**src/rtl/cla_pipe_adder.sv**
```systemverilog
// cla_pipe_adder: parametrised, pipelined carry-lookahead adder/subtractor.
// Supports ADD, ADC, SUB and RSB, with carry-out, signed overflow and a
// valid/ready handshake. The carry chain is cut at slice boundaries, and each
// stage resolves WIDTH/STAGES bits.
// Optional build macro: CLA_PIPE_SAT_EN enables a signed saturating result.
module cla_pipe_adder #(
  parameter int WIDTH  = 32,
  parameter int GROUP  = 4,
  parameter int STAGES = 2
) (
  input  logic             clk,
  input  logic             rst_n,
  input  logic             in_valid,
  output logic             in_ready,
  input  logic [WIDTH-1:0] in_a,
  input  logic [WIDTH-1:0] in_b,
  input  logic             in_cin,
  input  logic [1:0]       in_op,
  output logic             out_valid,
  input  logic             out_ready,
  output logic [WIDTH-1:0] out_sum,
  output logic             out_cout,
  output logic             out_ovf
);

  localparam int SW = WIDTH / STAGES;  // bits resolved per stage
  localparam int NG = SW / GROUP;      // lookahead groups per slice

  localparam logic [1:0] OP_ADD = 2'b00;
  localparam logic [1:0] OP_ADC = 2'b01;
  localparam logic [1:0] OP_SUB = 2'b10;
  localparam logic [1:0] OP_RSB = 2'b11;

  // Adds one slice with GROUP-bit CLA cells and a second lookahead level across
  // the group P/G terms. The result is packed as {carry out, carry into the
  // slice MSB, sum}.
  function automatic logic [SW+1:0] slice_add(input logic [SW-1:0] x,
                                               input logic [SW-1:0] y,
                                               input logic          cin);
    logic [SW-1:0] g, p, s;
    logic [SW:0]   c;
    logic [NG:0]   cg;
    logic          gg, pg;
    g     = x & y;
    p     = x ^ y;
    c     = '0;
    cg    = '0;
    cg[0] = cin;
    for (int j = 0; j < NG; j++) begin
      gg = 1'b0;
      pg = 1'b1;
      for (int b = 0; b < GROUP; b++) begin
        gg = g[j*GROUP+b] | (p[j*GROUP+b] & gg);
        pg = pg & p[j*GROUP+b];
      end
      cg[j+1] = gg | (pg & cg[j]);
    end
    for (int j = 0; j < NG; j++) begin
      c[j*GROUP] = cg[j];
      for (int b = 0; b < GROUP - 1; b++) begin
        c[j*GROUP+b+1] = g[j*GROUP+b] | (p[j*GROUP+b] & c[j*GROUP+b]);
      end
    end
    c[SW] = cg[NG];
    s     = p ^ c[SW-1:0];
    return {c[SW], c[SW-1], s};
  endfunction

`ifdef CLA_PIPE_SAT_EN
  localparam logic signed [WIDTH-1:0] SAT_MAX = {1'b0, {(WIDTH-1){1'b1}}};
  localparam logic signed [WIDTH-1:0] SAT_MIN = {1'b1, {(WIDTH-1){1'b0}}};

  // Clamps to the signed extreme on overflow. The sign of the true result
  // follows the operand MSBs, because overflow only happens when they match.
  function automatic logic [WIDTH-1:0] sat_sum(input logic [WIDTH-1:0] sum,
                                               input logic             ovf,
                                               input logic             xm,
                                               input logic             ym);
    logic [WIDTH-1:0] r;
    r = sum;
    if (ovf) r = (!xm && !ym) ? SAT_MAX : SAT_MIN;
    return r;
  endfunction
`endif

  logic [WIDTH-1:0] x0, y0;
  logic             c0;

  logic [WIDTH-1:0] x_in   [STAGES];
  logic [WIDTH-1:0] y_in   [STAGES];
  logic [WIDTH-1:0] sum_in [STAGES];
  logic             c_in   [STAGES];
  logic             vld_in [STAGES];

  logic [WIDTH-1:0] x_p    [STAGES];
  logic [WIDTH-1:0] y_p    [STAGES];
  logic [WIDTH-1:0] sum_p  [STAGES];
  logic             c_p    [STAGES];
  logic             ovf_p  [STAGES];
  logic             vld_p  [STAGES];
  logic [STAGES:0]  ready;

  // Operand preparation: map each mode onto x + y + c0.
  always_comb begin
    x0 = in_a;
    y0 = in_b;
    c0 = 1'b0;
    case (in_op)
      OP_ADD: begin x0 = in_a; y0 = in_b;  c0 = 1'b0;   end
      OP_ADC: begin x0 = in_a; y0 = in_b;  c0 = in_cin; end
      OP_SUB: begin x0 = in_a; y0 = ~in_b; c0 = 1'b1;   end
      OP_RSB: begin x0 = in_b; y0 = ~in_a; c0 = 1'b1;   end
      default: ;
    endcase
  end

  assign ready[STAGES] = out_ready;

  for (genvar s = 0; s < STAGES; s++) begin : g_stage
    logic [SW+1:0]    res;
    logic [WIDTH-1:0] sum_nxt;
    logic [WIDTH-1:0] sum_fin;
    logic             ovf_nxt;
    logic [WIDTH-1:0] x_r, y_r, sum_r;
    logic             c_r, ovf_r, vld_r;

    // ---- stage s boundary: stage 0 sources prepped operands, later stages
    // source the previous stage's registers ----
    if (s == 0) begin : g_src0
      assign x_in[s]   = x0;
      assign y_in[s]   = y0;
      assign c_in[s]   = c0;
      assign sum_in[s] = '0;
      assign vld_in[s] = in_valid;
    end else begin : g_srcn
      assign x_in[s]   = x_p[s-1];
      assign y_in[s]   = y_p[s-1];
      assign c_in[s]   = c_p[s-1];
      assign sum_in[s] = sum_p[s-1];
      assign vld_in[s] = vld_p[s-1];
    end

    assign res     = slice_add(x_in[s][s*SW +: SW], y_in[s][s*SW +: SW], c_in[s]);
    assign ovf_nxt = res[SW+1] ^ res[SW];

    // Merge this stage's slice into the sum carried forward from earlier stages.
    always_comb begin
      sum_nxt = sum_in[s];
      sum_nxt[s*SW +: SW] = res[SW-1:0];
    end

    if (s == STAGES - 1) begin : g_fin
`ifdef CLA_PIPE_SAT_EN
      assign sum_fin = sat_sum(sum_nxt, ovf_nxt, x_in[s][WIDTH-1], y_in[s][WIDTH-1]);
`else
      assign sum_fin = sum_nxt;
`endif
    end else begin : g_mid
      assign sum_fin = sum_nxt;
    end

    assign ready[s] = !vld_r | ready[s+1];

    // Stage register: a new op loads when this stage drains or is empty, and
    // the register holds its contents while stalled.
    always_ff @(posedge clk or negedge rst_n) begin
      if (!rst_n) begin
        vld_r <= 1'b0;
        x_r   <= '0;
        y_r   <= '0;
        sum_r <= '0;
        c_r   <= 1'b0;
        ovf_r <= 1'b0;
      end else if (ready[s]) begin
        vld_r <= vld_in[s];
        if (vld_in[s]) begin
          x_r   <= x_in[s];
          y_r   <= y_in[s];
          sum_r <= sum_fin;
          c_r   <= res[SW+1];
          ovf_r <= ovf_nxt;
        end
      end
    end

    assign x_p[s]   = x_r;
    assign y_p[s]   = y_r;
    assign sum_p[s] = sum_r;
    assign c_p[s]   = c_r;
    assign ovf_p[s] = ovf_r;
    assign vld_p[s] = vld_r;
  end

  assign in_ready  = ready[0];
  assign out_valid = vld_p[STAGES-1];
  assign out_sum   = sum_p[STAGES-1];
  assign out_cout  = c_p[STAGES-1];
  assign out_ovf   = ovf_p[STAGES-1];

endmodule

```
**config.mk**
```make
export PLATFORM = sky130hd
export DESIGN_NAME = cla_pipe_adder
export DESIGN_NICKNAME = d
export VERILOG_FILES = /design/src/rtl/cla_pipe_adder.sv
export SDC_FILE = /design/constraint.sdc
export NUM_CORES = 1
export LEC_CHECK = 0
export BUFFER_PORTS_ARGS = -buffer_cell sky130_fd_sc_hd__buf_4
export CAP_MARGIN = 10
export CORE_MARGIN = 4
export CORE_UTILIZATION = 38
export CTS_BUF_LIST = sky130_fd_sc_hd__clkbuf_8
export DETAILED_ROUTE_END_ITERATION = 10
export PLACE_DENSITY = 0.66
export SETUP_SLACK_MARGIN = 0.3
export SLEW_MARGIN = 25
export SYNTH_ARGS = -nofsm -noshare
export SYNTH_HDL_FRONTEND = slang
export SYNTH_SLANG_ARGS = --single-unit
```
**constraint.sdc**
```tcl
create_clock -name clk -period 9.4 [get_ports clk]
set_input_delay 2.35 -clock clk [delete_from_list [all_inputs] [get_ports clk]]
set_output_delay 2.35 -clock clk [all_outputs]
set_load 0.02 [all_outputs]
```
==> summary.txt <==
STA
  – Fmax: 0.149 GHz
  – Setup Skew: 0.00859 ns
  – Final setup violation count: 0
  – Post-route minimum period: 6.73 ns
  – Final Max Slew Viols: 0
  – Setup ws final: 2.67 ns
  – Headroom to the max-slew limit: 0.314
  – TNS Setup: 0 ns
  – RSZ-0062 raised after global routing: false
  – Hold Violations, Final: 0
  – Slew @ Worst Pin: 1.03 ns
  – Hold WS: 0.481 ns
  – Final period util: 0.716

Min path
  – Hold_sp: g_stage[0].sum_r[8]
  – Cell count of the worst hold path: 2
  – Hold endpoint: g_stage[0].sum_r[8]
  – Hold Crit Class: flop to flop

Placement
  – Port buffer count: 106
  – Pre-CTS setup slack: 2.28 ns
  – Detailed placement HPWL: 9.25 mm
  – Dpl cell area: 6410 um2
  – RD Place Congestion: 0.804

Setup path
  – R2r setup slk: 5.81 ns
  – CP max-delay cell: nand2_2
  – Crit path launch: in_op[0]
  – Top cell by count, worst path: fa_1
  – Worst path max stage delay: 0.74 ns
  – CP max FO: 49
  – Worst setup path class: input port to flop
  – Reg2reg end: out_ovf
  – Critical Path Sink Type: flop
  – Required @ worst endpoint: 9.67 ns
  – Worst EP arrival: 7.00 ns
  – RR Startpoint: g_stage[0].x_r[16]
  – CP Launch Type: input port
  – Crit-path cells: buf_4 -> nand2_2 -> mux2_2 -> ha_1 -> nand2_1 -> o21a_1 -> nor3b_1 -> o21ai_0 -> nor2b_1 -> fa_1 -> fa_1 -> fa_1 -> xor2_1 -> o21ai_0
  – FF-to-FF path depth: 12

Yosys
  – Gate Count Post-Synth: 530
  – Syn. warnings: 0
  – #FFs+latches synth: 85
  – Netlist cell types: 41
  – Synthesized Nets: 657
  – Mapped cell area: 5490 um2
  – Sequential share of the synthesized area: 0.388
  – Syn avg cell area: 10.4 um2
  – Ys flop type: dfrtp_1
  – Post-synth EDFFs: 0
  – Async SR Flop Fraction: 1.00

Pwr
  – Leak: 3.20 nW
  – Peak VDD IR: 75.8 uV
  – Pwr/cell area: 202 nW/um2
  – Overall Power: 0.00134 W

Final layout
  – Final instance area: 6610 um2
  – Layout area overhead: 20.3%
  – Fillers: 1330
  – Antenna cells: 0
  – Share of layout cells above drive strength 1: 0.286
  – Nets@finish: 748

Clock network
  – TritonCTS Sinks: 85
  – CTS Buf Count: 9
  – Post-CTS setup buffers: 0
  – Post_cts resized: 0
  – CTS Hold Buffers Added: 0
  – Clock Pin Slew Worst Setup and Hold Paths: 0.08 ns
  – CTS tree: yes
  – Later-pin clock latency in the skew report: 0.36 ns
  – Worst-case clock buffer depth: 2
  – H-Tree Depth: 3
  – Root buffer cell: clkbuf_8

Floorplan
  – Die Span Y: 128 um
  – Die area: 16400 um2
  – Die W: 128 um
  – Ports: 107
  – # rows: 43
  – Starting Density: 0.392
  – Core footprint: 14000 um2

GRT
  – Grt total ovfl: 0
  – All-Layer GR Usage: 0.156
  – Initial antenna violation count: 0
  – Largest net degree at the start of global routing: 95
  – First-pass GRT wire length: 20.7 mm
  – Vias in the first global route: 4261

Route
  – Routed wire length per instance: 15.2 um
  – DRC errors left: 0
  – Vias per cell: 5.10
  – First-pass DRT Iterations: 4
  – ANT nets after route: 0
  – Routed via count: 4112
  – Post-Route WL: 12.2 mm
  – Starting DRT DRC Count: 144

Status
  – Status: finished clean

Job
  – MaxCap Viol Count: 0
## report_power, final
group	switching (W)	internal (W)
sequential	0.0000697	0.000474
combinational	0.000282	0.000256
clock	0.000128	0.000127
## state kept, by name, summed over array words and instances, names as in the netlist
signal	count
g_stage.vld_r	1
g_stage.y_r	16
out_valid	1
g_stage.x_r	16
out_ovf	1
g_stage.sum_r	16
out_cout	1
g_stage.c_r	1
out_sum	32
## area by class of cell
type                            instances  area, um2  share of cell area
Multi-Input combinational cell        391       3150               0.477
Clock inverter                          6       55.1             0.00833
Clock buffer                           10        138              0.0208
Inverter                               27        101              0.0153
Sequential cell                        85       2130               0.322
Tap cell                              180        225              0.0341
Timing Repair Buffer                  107        807               0.122
## metal layers
layer	GRT usage	wire length, um
met1	0.204	5380
met2	0.260	6060
met3	0.0346	639
met4	0.0474	163
met5	0	0
## synth_stat cells, types with 3 or more instances
master    instances  area [um2]
a21oi_1          27         135
buf_2            12        60.1
mux2i_1          39         390
fa_1             24         480
xnor2_1           4        35.0
dfrtp_1          85        2130
mux2_2           52         586
ha_1             32         400
clkbuf_1         14        52.6
nor2_1            9        33.8
nor3_1            4        20.0
xor2_1            4        35.0
nor2b_1          17         106
o21ai_0          58         290
inv_1            27         101
nand2b_1          4        25.0
nand3_1           3        15.0
a211oi_1         17         128
nand2_1          72         270
## worst max-delay path by stage
stage | endpoint | slack (ns) | cells past startpoint
after floorplan | g_stage[0].sum_r[15] | 3.43 | 14
after global placement | g_stage[0].sum_r[15] | 2.42 | 14
after detailed placement | g_stage[0].sum_r[15] | 2.28 | 14
after CTS | g_stage[0].sum_r[15] | 2.67 | 14
after global routing | g_stage[0].sum_r[15] | 2.36 | 14
final | g_stage[0].sum_r[15] | 2.67 | 14
## placed cells by master, fill, tap and decap left out, types with 2 or more instances in the layout
cell      netlist  layout
a211oi_1       17      17
a21oi_1        27      27
a221o_1         2       2
buf_4           0     106
clkbuf_8        0      10
clkinv_2        0       2
dfrtp_1        85      85
fa_1           24      24
ha_1           32      32
inv_1          27      29
mux2_2         52      52
mux2i_1        39      39
nand2_1        72      69
nand2_2         0       3
nand2b_1        4       4
nand3_1         3       3
nor2_1          9       9
nor2b_1        17      17
nor3_1          4       4
o21a_1          2       2
o21ai_0        58      58
o21ai_1         2       2
o21bai_1        2       2
xnor2_1         4       4
xor2_1          4       4
## per-stage QoR
step | instances | utilization
floorplan | 530 | -
global placement | 790 | 0.458
detailed placement | 790 | 0.458
CTS | 806 | 0.472
global route | 806 | 0.472
finish | 806 | 0.472
## logic make-up after synthesis
family	synth area share
xor+xnor	0.0128
fa+ha+maj	0.160
flops	0.388
simple gates	0.0976
mux	0.178
compound gates	0.124
buf+inv	0.0397
## worst max-delay path, delay by kind of cell
family / cells / cell delay (ns)
xor+xnor: 1 / 0.15
simple gates: 4 / 1.25
fa+ha+maj: 4 / 1.66
mux: 1 / 0.55
buf+inv: 1 / 0.49
compound gates: 3 / 0.52
(Power assumes the default switching activity.)
